### src/rtl/sevenseg_scan.sv
// Purpose : time-multiplexed 7-segment digit scanner (nibble + active-low anode per slot)
// Latency : outputs registered, 1 cycle after any scan/snapshot state change
// Backpressure: none; free-running scan, load accepted on any cycle
module sevenseg_scan #(
  parameter int NUM_DIGITS   = 8,
  parameter int REFRESH_DIV  = 100000,
  parameter int BLANK_CYCLES = 16
) (
  input  logic        clk,
  input  logic        rst,
  input  logic        load,
  input  logic [31:0] value,
  input  logic [7:0]  digit_en,
  output logic [3:0]  data,
  output logic [7:0]  anodes,
  output logic        frame_done
);

  localparam int CNT_W = (REFRESH_DIV > 1) ? $clog2(REFRESH_DIV) : 1;
  localparam int IDX_W = (NUM_DIGITS > 1) ? $clog2(NUM_DIGITS) : 1;
  localparam logic [CNT_W-1:0] CNT_LAST = CNT_W'(REFRESH_DIV - 1);
  localparam logic [IDX_W-1:0] IDX_LAST = IDX_W'(NUM_DIGITS - 1);

  logic [CNT_W-1:0] cnt;
  logic [IDX_W-1:0] idx;
  logic [31:0]      val_q;
  logic [7:0]       en_q;

  logic       tick;
  logic       wrap;
  logic       in_blank;
  logic       lit;
  logic [3:0] nib;
  logic [7:0] sel;

  // A slot ends on the last divider count; a frame ends when the last digit's slot ends.
  assign tick = (cnt == CNT_LAST);
  assign wrap = tick && (idx == IDX_LAST);

  // The blanking window is empty when BLANK_CYCLES is 0, so no comparison is built then.
  generate
    if (BLANK_CYCLES == 0) begin : g_no_blank
      assign in_blank = 1'b0;
    end else begin : g_blank
      assign in_blank = (cnt < CNT_W'(BLANK_CYCLES));
    end
  endgenerate

  // Select the current digit's nibble, enable bit and one-hot anode from the snapshot.
  always_comb begin
    nib = 4'h0;
    lit = 1'b0;
    sel = 8'hFF;
    for (int i = 0; i < NUM_DIGITS; i++) begin
      if (idx == IDX_W'(i)) begin
        nib    = val_q[4*i +: 4];
        lit    = en_q[i];
        sel[i] = 1'b0;
      end
    end
  end

  // Slot divider and digit index; the index only moves on the slot tick.
  always_ff @(posedge clk) begin
    if (rst) begin
      cnt <= '0;
      idx <= '0;
    end else if (tick) begin
      cnt <= '0;
      idx <= (idx == IDX_LAST) ? '0 : idx + IDX_W'(1);
    end else begin
      cnt <= cnt + CNT_W'(1);
    end
  end

  // Snapshot of value/enable, independent of the scan position.
  always_ff @(posedge clk) begin
    if (rst) begin
      val_q <= '0;
      en_q  <= '0;
    end else if (load) begin
      val_q <= value;
      en_q  <= digit_en;
    end
  end

  // Registered outputs: anodes stay off during blanking or for a masked digit.
  always_ff @(posedge clk) begin
    if (rst) begin
      data       <= 4'h0;
      anodes     <= 8'hFF;
      frame_done <= 1'b0;
    end else begin
      data       <= nib;
      anodes     <= (in_blank || !lit) ? 8'hFF : sel;
      frame_done <= wrap;
    end
  end

endmodule
### config.mk
export PLATFORM = sky130hd
export DESIGN_NAME = sevenseg_scan
export DESIGN_NICKNAME = d
export VERILOG_FILES = /design/src/rtl/sevenseg_scan.sv
export SDC_FILE = /design/constraint.sdc
export NUM_CORES = 1
export LEC_CHECK = 0
export BUFFER_PORTS_ARGS = -buffer_cell sky130_fd_sc_hd__buf_2
export CORE_MARGIN = 5
export CORE_UTILIZATION = 40
export DETAILED_ROUTE_END_ITERATION = 10
export HOLD_SLACK_MARGIN = 0.06
export PLACE_DENSITY = 0.61
export SYNTH_ARGS = -nofsm -noshare
export SYNTH_HDL_FRONTEND = slang
export SYNTH_SLANG_ARGS = --single-unit
export TNS_END_PERCENT = 1
### constraint.sdc
create_clock -name clk -period 2.7 [get_ports clk]
set_clock_uncertainty 0.1 [all_clocks]
set_input_delay 0.54 -clock clk [delete_from_list [all_inputs] [get_ports clk]]
set_output_delay 0.54 -clock clk [all_outputs]
set_load 0.03 [all_outputs]
# After elaboration in Yosys (flattened, before gate mapping)
# Cells that the tools add are included.
# totals
elab_cells	49
out_inout_bits	13
reg_bits	73
# classes
n_eq_ne	8
order_cmp	1
reduce_logical	6
n_addsub	2
muxes	25
# op_table
cell	n
$mux 4	8
$add 17x1->17 const B	1
$eq 17x17->1 const B	1
$lt 17x5->1 const B	1
$mux 1	16
$eq 3x3->1 const B	4
$eq 3x2->1 const B	2
$reduce_or 2->1	2
$add 3x1->3 const B	1
$eq 3x1->1 const B	1
$logic_not 3->1	1
$mux 3	1
$logic_and 1x1->1	1
$logic_not 1->1	1
$logic_or 1x1->1	1

# Logic depth before layout (Yosys ltp)
# Gate-level depths: netlist of the first run.
# logic_depth
ltp_word	12
ltp_mapped	8

# Worst setup path before layout of the first run
# OpenSTA, ideal clock, no wires.
# synth_path
path_kind	reg-to-reg
startpoint	register idx[2]
endpoint	register data[2]
t_required_ns	2.486
setup_ns	0.114
arrival_time_ns	1.779
path_stages_with_launch	8
slack_ns	0.707
synth_period_minus_slack_ns	1.993
cell_sequence	dfxtp_1 > clkbuf_1 > clkinv_1 > ha_1 > or2_2 > a211oi_1 > nor4_1 > a2111oi_0
# synth_via
elab_chain_len	9
word_cells_on_any_way	16
classes_between	7 x eq/ne; 8 x mux; 1 x reduce/logical
# synth_lines
element	line_no	source
start, declared	25	logic [IDX_W-1:0] idx;
start signal, assigned	70	idx <= (idx == IDX_LAST) ? '0 : idx + IDX_W'(1);
$logic_not 3->1	55	if (idx == IDX_W'(i)) begin
$mux 4 (7 in a row)	55	
$mux 4 (*)	55	
end signal, assigned	94	data <= nib;
end, declared	14	output logic [3:0] data,
# Every way passes the cells marked *; elsewhere a longest branch is shown, timed or not.
# A chain may end at the register's enable or synchronous reset.

# Final worst setup path of the first run
# layout_path
startpoint	register idx[2]
endpoint	register anodes[0]
# layout_via
elab_chain_len	12
word_cells_on_any_way	20
classes_between	7 x eq/ne; 9 x mux; 4 x reduce/logical
# layout_lines
element	line_no	source
$logic_not 3->1	55	
$mux 1 (8 in a row)	55	
$logic_not 1->1	95	anodes <= (in_blank || !lit) ? 8'hFF : sel;
$logic_or 1x1->1	95	
$reduce_or 2->1 (no line)	--	
end signal, assigned	95	
end, declared	15	output logic [7:0] anodes,
# Parallel ways exist; a longest one is shown, timed or not.

==> results.cfg, run 1 <==
[outcome]
status = completed

[grt]
grt_pass1_vias = 2637
grt_pass1_wl_um = 12700
grt_antenna_before_repair = 0
globalRouteOverflowTotal = 0
grt_util_all_layers = 0.158
grt_max_degree = 25

[timing]
setup_viol = 0
slew_viol_final = 0
hold_viol_final = 0
max_clock_freq_ghz = 0.472
fin_setup_tns_ns = 0
fin_crit_sh = 0.785
period_minus_slack_ns = 2.12
tightest_slew_ns = 0.729
rsz0062_at_grt = no
relSlewSlack = 0.514

[cts]
cts_resized = 0
cts-root-buf = clkbuf_8
cts.path.max_buffers = 2
clk_pin_slew_ns = 0.07
hold_buffers = 0
insertion_delay_ns = 0.33
htree_levels = 3
clock-sinks = 73
cts_tree = built
cts_buffers = 9
post_cts_buffers = 0

[routing]
dr.pass1.iters = 4
drc = 0
vias_per_cell = 5.13
post_drt_wl_per_cell_um = 14.7
drtIter0Drc = 113
num_vias = 2680
drt-total-wl_um = 7690
drtAntennaViolNets = 0

[finish]
final-instance-count-excl-fill = 522
multi_input_area_sq_um = 1670
finalNetCount = 463
seqCellArea_sq_um = 1460
antenna_cells = 0
fillerInstances = 812
drive_gt1_frac = 0.197
fin_area_sq_um = 3870
area.growth.synth_to_final_pct = 17.7

[synth]
syn_avg_cell_area_sq_um = 9.03
synth_ff_type = dfxtp_1
synth_edf_count = 0
yosysMostFrequentCell = dfxtp_1
synth_common_cells = dfxtp_1 (73), nor2_1 (57), mux2i_1 (41)
synth_seq_cells = 73
ys_seq_area_frac = 0.444
netlist_instances = 364
yosysUniqueCellTypes = 47
yosys_warnings = 0
synth_area_leaders = dfxtp_1 (44%), mux2i_1 (12%), nor2_1 (6.5%)
synth_async_sr_flop_share = 0
synth.largest_area_cell = dfxtp_1
synth_nets = 414
synth_top_area_frac = 0.444
synth_area_sq_um = 3290

[die]
pin_count = 56
die_width_um = 101
die_y_um = 101
floorplan.initialDensity = 0.406
core_sq_um = 8090
dieArea_sq_um = 10100
rows = 33

[critical_path]
crit_type = flip-flop to flip-flop
worst_path_max_delay_cell = ha_1
crit_required_ns = 2.87
path_cells = clkinv_1 > ha_1 > and2_1 > a221oi_1 > o211ai_1 > nand4_1
startpoint_type = flip-flop
r2r-start = idx[2]$_SDFFE_PP0N_
cp_top_family = compound AO/OA/AOI/OAI gates
worst-path-buf-inv = 1
arrival_ns = 2.29
cp.depth = 6
critical_path_peak_fanout = 15
reg2reg_depth = 6
critPathLaunch = idx[2]$_SDFFE_PP0N_
cp-end-kind = flip-flop
slowest_delay_ns = 0.45

[placed_design]
hpwl_um = 5720
place_area_sq_um = 3640
portBuffers = 55
dp_cells = 507
gp_congestion = 0.785

[power_and_ir_drop]
power_mw = 2.26
p_leak_nw = 1.60
power.density_nw_per_um2 = 585
vdd_drop_max_v = 0.000254

[worst_hold_path]
hold_path_class = input port to flip-flop
hold_start = value[29]
hold_depth = 3

[job]
drv_cap = 0
[routing by layer]
metal  part of all wire  vias to the layer above  track usage
li1                   -                     1365            -
met1               0.47                     1246        0.215
met2               0.46                       64        0.244
met3              0.059                        5       0.0484
met4             0.0069                        0       0.0404
met5                  0                        -            0
[cells in the final DEF, fill, tap and decap left out, drive strengths merged, types with 2 or more instances in the layout]
| cell | instances |
|---|---|
| o211ai | 3 |
| nand3 | 12 |
| ha | 7 |
| clkbuf | 13 |
| nand2b | 6 |
| a31oi | 3 |
| and3 | 6 |
| a211oi | 3 |
| and2 | 3 |
| nand2 | 19 |
| nor3b | 3 |
| nor3 | 6 |
| nor4 | 7 |
| o21ai | 14 |
| nor2 | 57 |
| inv | 12 |
| xor2 | 5 |
| bufinv | 2 |
| o311a | 2 |
| nor2b | 4 |
| mux2i | 41 |
| dfxtp | 73 |
| o2111ai | 2 |
| a21oi | 13 |
| nand4 | 12 |
| xnor2 | 8 |
| a221oi | 4 |
| and4 | 2 |
| buf | 62 |
[cell type report]
type | instances | area share
multi-input combinational | 254 | 0.432
sequential | 73 | 0.378
timing repair buffer | 62 | 0.0847
clock buffer | 13 | 0.0436
tap | 105 | 0.0339
clock inverter | 2 | 0.0155
inverter | 13 | 0.0126
[worst register-to-register path, cell delays in order (launching register included)]
cell	delay, ns
dfxtp_1	0.33
clkinv_1	0.21
ha_1	0.45
and2_1	0.24
a221oi_1	0.37
o211ai_1	0.22
nand4_1	0.14
[stage by stage]
stage / utilization / worst slack [ns] / hold slack [ns]
finish: 0.478 / 0.580 / 0.337
global route: 0.478 / 0.355 / 0.322
CTS: 0.478 / 0.588 / 0.322
detailed placement: 0.450 / 0.610 / 0.365
global placement: 0.450 / 0.670 / 0.366
floorplan: - / 0.707 / 0.314
[cell families (layout without fill, tap and decap cells)]
kind of cell | Yosys count | count (layout) | synth area share
xor+xnor | 13 | 13 | 0.0346
mux | 41 | 41 | 0.125
fa+ha+maj | 7 | 7 | 0.0266
buf+inv | 37 | 90 | 0.0472
simple gates | 143 | 143 | 0.225
flops | 73 | 73 | 0.444
compound gates | 50 | 50 | 0.0978
[registers in the layout, summed over array words and instances (netlist names)]
name,flops
val_q,32
cnt,17
anodes,8
en_q,8
data,4
idx,3
frame_done,1
[where the power goes]
part / internal, mW / switching, mW
clock network: 0.592 / 0.371
registers: 1.12 / 0.0288
logic: 0.0750 / 0.0774
[worst paths after layout]
| path | endpoint | slack, ns |
|---|---|---|
| max | anodes[0]$_SDFF_PP1_ | 0.58 |
| min | val_q[29]$_SDFFE_PP0P_ | 0.34 |
| max reg2reg | anodes[0]$_SDFF_PP1_ | 0.58 |
| min reg2reg | data[3]$_SDFF_PP0_ | 0.39 |
(Power assumes the default switching activity.)
==> run 2, diff against run 1 <==
--- a/config.mk
+++ b/config.mk
@@ -5,12 +5,13 @@
 export SDC_FILE = /design/constraint.sdc
 export NUM_CORES = 1
 export LEC_CHECK = 0
+export ABC_AREA = 1
 export BUFFER_PORTS_ARGS = -buffer_cell sky130_fd_sc_hd__buf_2
 export CORE_MARGIN = 5
 export CORE_UTILIZATION = 40
 export DETAILED_ROUTE_END_ITERATION = 10
 export HOLD_SLACK_MARGIN = 0.06
-export PLACE_DENSITY = 0.61
+export PLACE_DENSITY = 0.64
 export SYNTH_ARGS = -nofsm -noshare
 export SYNTH_HDL_FRONTEND = slang
 export SYNTH_SLANG_ARGS = --single-unit
==> constraint.sdc (replaced) <==
create_clock -name clk -period 1.89 [get_ports clk]
set_clock_uncertainty 0.1 [all_clocks]
set_input_delay 0.378 -clock clk [delete_from_list [all_inputs] [get_ports clk]]
set_output_delay 0.378 -clock clk [all_outputs]
set_load 0.03 [all_outputs]
==> run 2 against run 1 <==
Effect of this change: critical endpoint is now anodes[1]$_SDFF_PP1_; core utilization up 1.8 points; routed wire length about the same; setup slack worse by 0.40 ns; cell count up 17%; sequential cell count unchanged; register-to-register slack worse by 0.40 ns; combinational power up 53%; clock-buffer cell count up 1; non-clock buffer count up 2; maximum frequency up 24%; clock power up 32%; hold slack worse by 0.23 ns.
==> results.cfg, run 2 <==
[outcome]
status = completed

[timing]
fin_setup_tns_ns = 0
rsz0062_at_grt = no
slew_viol_final = 0
tightest_slew_ns = 0.391
max_clock_freq_ghz = 0.586
period_minus_slack_ns = 1.71
setup_viol = 0
hold_viol_final = 0
relSlewSlack = 0.739
fin_crit_sh = 0.902

[die]
floorplan.initialDensity = 0.414
core_sq_um = 7810
die_width_um = 99.9
pin_count = 56
die_y_um = 99.9
dieArea_sq_um = 9980
rows = 32

[cts]
cts_tree = built
hold_buffers = 0
post_cts_buffers = 0
cts-root-buf = clkbuf_8
htree_levels = 3
insertion_delay_ns = 0.35
clk_pin_slew_ns = 0.07
cts_buffers = 9
cts.path.max_buffers = 2
clock-sinks = 73

[finish]
final_common_cell = dfxtp_1
final-instance-count-excl-fill = 610
largest-register = val_q
biggestRegsByFlops = val_q: 32 flops, cnt: 17 flops
fillerInstances = 801
finalNetCount = 553
area.growth.synth_to_final_pct = 19.9
largest_reg_flops = 32
antenna_cells = 0
layout_common_cells = dfxtp_1 (72), nor2_1 (64), inv_1 (62)
drive_gt1_frac = 0.197

[synth]
ys_seq_area_frac = 0.452
netlist_instances = 442
yosysUniqueCellTypes = 28
synth_area_leaders = dfxtp_1 (45%), o21ai_0 (8.2%), nor2_1 (7.5%)
syn_avg_cell_area_sq_um = 7.31
synth_top_area_frac = 0.452
yosysMostFrequentCell = dfxtp_1
synth_nets = 492
synth_area_sq_um = 3230
synth.largest_area_cell = dfxtp_1
synth_async_sr_flop_share = 0
synth_seq_cells = 73
yosys_warnings = 0
synth_common_cells = dfxtp_1 (73), nor2_1 (65), inv_1 (62)
synth_ff_type = dfxtp_1
synth_edf_count = 0

[grt]
grt_antenna_before_repair = 0
globalRouteOverflowTotal = 0
grt_pass1_wl_um = 12900
grt_pass1_vias = 2847
grt_max_degree = 59
grt_util_all_layers = 0.162

[job]
drv_cap = 0

[routing]
drt-total-wl_um = 7680
vias_per_cell = 4.75
drtIter0Drc = 93
drc = 0
drtAntennaViolNets = 0
post_drt_wl_per_cell_um = 12.6
num_vias = 2900
dr.pass1.iters = 4

[placed_design]
gp_congestion = 0.847
dp_cells = 594
hpwl_um = 5740
portBuffers = 55

[power_and_ir_drop]
power.density_nw_per_um2 = 809
p_leak_nw = 1.79
vdd_drop_max_v = 0.000378

[worst_hold_path]
hold_start = rst
hold_path_class = input port to flip-flop

[critical_path]
slowest_delay_ns = 0.38
r2r-start = idx[0]$_SDFFE_PP0N_
reg2reg_slack_ns = 0.18
worst_path_max_delay_cell = dfxtp_1
critPathLaunch = idx[0]$_SDFFE_PP0N_
cp_top_family = simple AND/OR/NAND/NOR gates
crit_required_ns = 2.02
worst-path-buf-inv = 2
cp-end-kind = flip-flop
critical_path_peak_fanout = 8
arrival_ns = 1.83
startpoint_type = flip-flop
path_cells = inv_1 > ha_1 > nand2_1 > inv_1 > nor2_1 > nand2_1 > nand2_1 > nand2_2 > nand2_4 > nand3_1
crit_top_cell = nand2_1
crit_type = flip-flop to flip-flop
run 2: changes by cell type after synthesis, sizes merged, moves of 8 or more:
cell | previous run | this run
o21ai | 14 | 53
mux2i | 41 | 0
buf | 12 | 3
nand3 | 12 | 28
nand4 | 12 | 4
nor2 | 57 | 70
xnor2 | 8 | 0
a21oi | 13 | 33
inv | 12 | 64
nand2 | 19 | 69
run 2: logic make-up after synthesis:
logic type	share of synthesized area
fa+ha+maj	0.0271
compound gates	0.140
xor+xnor	0.0217
simple gates	0.266
buf+inv	0.0937
flops	0.452
run 2: cell type report:
cell class                      instances  area [sq um]  area share
Sequential cell                        73          1460       0.377
Clock inverter                          2          35.0     0.00904
Timing Repair Buffer                   64           355      0.0916
Inverter                               64           240      0.0620
Multi-Input combinational cell        291          1480       0.383
Tap cell                              102           128      0.0329
Clock buffer                           14           173      0.0445
run 2: repair_timing:
action                                  CTS  global route
endpoints found under the setup margin    0            15
gates resized for setup                   0             5
endpoints found under the hold margin     0             0
run 2: routing by layer:
metal | up-vias | GRT usage | wire, um
li1 | 1536 | - | -
met1 | 1305 | 0.211 | 3720
met2 | 51 | 0.258 | 3470
met3 | 8 | 0.0535 | 396
met4 | 0 | 0.0462 | 93
met5 | - | 0 | 0
run 2: final timing paths:
kind / to / cells after the start
max: anodes[1]$_SDFF_PP1_ / 10
max reg2reg: anodes[1]$_SDFF_PP1_ / 10
min reg2reg: cnt[0]$_SDFF_PP0_ / 1
min: frame_done$_SDFF_PP0_ / 2
run 2: worst reg2reg max path, stage by stage (launching register included):
cell	delay [ns]
dfxtp_1	0.38
inv_1	0.09
ha_1	0.22
nand2_1	0.18
inv_1	0.15
nor2_1	0.12
nand2_1	0.06
nand2_1	0.06
nand2_2	0.06
nand2_4	0.09
nand3_1	0.08
run 2: per-stage QoR:
step	total power, mW	worst slack [ns]	cell area, sq um	hold slack, ns	utilization
3_5_place_dp	1.90	0.138	3650	0.347	0.468
3_3_place_gp	1.90	0.189	3650	0.332	0.468
4_1_cts	3.17	0.124	3860	0.0865	0.495
6_report	3.14	0.185	3880	0.104	0.497
5_1_grt	3.28	0.0251	3880	0.0967	0.497
2_1_floorplan	1.81	0.221	3230	0.317	-
run 2: power breakdown:
part	switching [mW]	internal (mW)	total, mW	leakage [nW]
combinational	0.138	0.0942	0.232	1.08
clock	0.552	0.717	1.27	0.107
sequential	0.0309	1.61	1.64	0.601
total	0.720	2.42	3.14	1.79
==> run 3, diff against run 2 <==
--- a/config.mk
+++ b/config.mk
@@ -9,9 +9,11 @@
 export BUFFER_PORTS_ARGS = -buffer_cell sky130_fd_sc_hd__buf_2
 export CORE_MARGIN = 5
 export CORE_UTILIZATION = 40
+export CTS_CLUSTER_SIZE = 14
 export DETAILED_ROUTE_END_ITERATION = 10
 export HOLD_SLACK_MARGIN = 0.06
 export PLACE_DENSITY = 0.64
+export RECOVER_POWER = 25
 export SYNTH_ARGS = -nofsm -noshare
 export SYNTH_HDL_FRONTEND = slang
 export SYNTH_SLANG_ARGS = --single-unit
==> run 3 against run 2 <==
Effect of this change: setup slack about the same; sequential share of layout area up 0.098 points; critical endpoint unchanged; via count did not move; hold slack unchanged; sequential power hardly changed; critical path type unchanged; largest power group unchanged; power hardly changed.
==> results.cfg, run 3 (synthesis results as in run 2) <==
[outcome]
status = completed

[die]
die_y_um = 99.9
dieArea_sq_um = 9980
die_width_um = 99.9
pin_count = 56
core_sq_um = 7810
floorplan.initialDensity = 0.414
rows = 32

[cts]
htree_levels = 3
cts_buffers = 9
post_cts_buffers = 0
insertion_delay_ns = 0.35
clock-sinks = 73
cts_tree = built
cts-root-buf = clkbuf_8
hold_buffers = 0
cts.path.max_buffers = 2
clk_pin_slew_ns = 0.07
cts_resized = 0

[critical_path]
arrival_ns = 1.83
crit_required_ns = 2.02
critical_path_peak_fanout = 8
crit_top_cell = nand2_1
startpoint_type = flip-flop
crit_type = flip-flop to flip-flop
worst_path_max_delay_cell = dfxtp_1
slowest_delay_ns = 0.38
cp-end-kind = flip-flop
path_cells = inv_1 > ha_1 > nand2_1 > inv_1 > nor2_1 > nand2_1 > nand2_1 > nand2_2 > nand2_4 > nand3_1

[timing]
whs_ns = 0.104
relSlewSlack = 0.378
period_minus_slack_ns = 1.71
setup_slack_ns = 0.185
tightest_slew_ns = 0.933
hold_viol_final = 0
fin_setup_tns_ns = 0
setup_viol = 0
rsz0062_at_grt = no
slew_viol_final = 0
max_clock_freq_ghz = 0.586
fin_crit_sh = 0.902

[routing]
post_drt_wl_per_cell_um = 12.6
dr.pass1.iters = 4
num_vias = 2900
drtAntennaViolNets = 0
drt-total-wl_um = 7680
vias_per_cell = 4.75
drtIter0Drc = 93
drc = 0

[placed_design]
gp_congestion = 0.847
place_area_sq_um = 3650
hpwl_um = 5740
portBuffers = 55
place_ws_ns = 0.138
dp_cells = 594

[finish]
area.growth.synth_to_final_pct = 19.6
largest-register = val_q
biggestRegsByFlops = val_q: 32 flops, cnt: 17 flops
post-route-util = 0.495
final-instance-count-excl-fill = 610
largest_reg_flops = 32
fin_area_sq_um = 3870
fillerInstances = 802
antenna_cells = 0
final_common_cell = dfxtp_1
finalNetCount = 553
layout_common_cells = dfxtp_1 (72), nor2_1 (64), inv_1 (62)
drive_gt1_frac = 0.195

[power_and_ir_drop]
power_mw = 3.14
switching_share = 0.230
p_switching_mw = 0.720
p_leak_nw = 1.78
power.density_nw_per_um2 = 811
seq_power_share = 0.522
clkPwrFrac = 0.405
internal_power_mw = 2.42
vdd_drop_max_v = 0.000378
p_comb_frac = 0.073

[grt]
grt_util_all_layers = 0.162
grt_antenna_before_repair = 0
globalRouteOverflowTotal = 0
gr-usage-met3 = 0.0535
grt_pass1_vias = 2847
grt_pass1_wl_um = 12900
use_met2 = 0.258
use_met1 = 0.211
grt_max_degree = 59
busiest_layer = met2

[worst_hold_path]
hold_path_class = input port to flip-flop

[job]
drv_cap = 0
run 3: cell types whose count changed in the layout (fill, tap and decap cells not counted):
cell / delta
buf_6: +1
buf_2: -1
buf_12: -1
clkbuf_1: +1
run 3: area by class of cell:
cell class,instances,area [sq um],share of cell area
timing repair buffer,64,345,0.0893
clock inverter,2,35.0,0.00906
multi-input combinational,291,1480,0.384
tap,102,128,0.0330
inverter,64,240,0.0621
sequential,73,1460,0.378
clock buffer,14,173,0.0446
run 3: layer usage:
metal	up-vias	share of wire
met5	-	0
met4	0	0.012
met3	8	0.051
met2	51	0.45
met1	1305	0.48
li1	1536	-
run 3: worst paths after layout:
path	endpoint	slack, ns	startpoint	cells past startpoint
setup / recovery	anodes[1]$_SDFF_PP1_	0.18	idx[0]$_SDFFE_PP0N_	10
hold / removal	frame_done$_SDFF_PP0_	0.10	rst	2
setup reg to reg	anodes[1]$_SDFF_PP1_	0.18	idx[0]$_SDFFE_PP0N_	10
hold reg to reg	cnt[0]$_SDFF_PP0_	0.35	cnt[0]$_SDFF_PP0_	1
run 3: worst max-delay path, delay by kind of cell (launching register included):
kind	cells	cell delay [ns]
fa+ha+maj	1	0.22
buf+inv	2	0.24
flops	1	0.38
simple gates	7	0.64
run 3: power by group through the flow:
stage	Clock, mW	Combinational [mW]	Sequential (mW)
floorplan	0	0.140	1.67
global placement	0	0.228	1.67
detailed placement	0	0.233	1.67
CTS	1.30	0.234	1.64
global route	1.37	0.264	1.64
finish	1.27	0.229	1.64
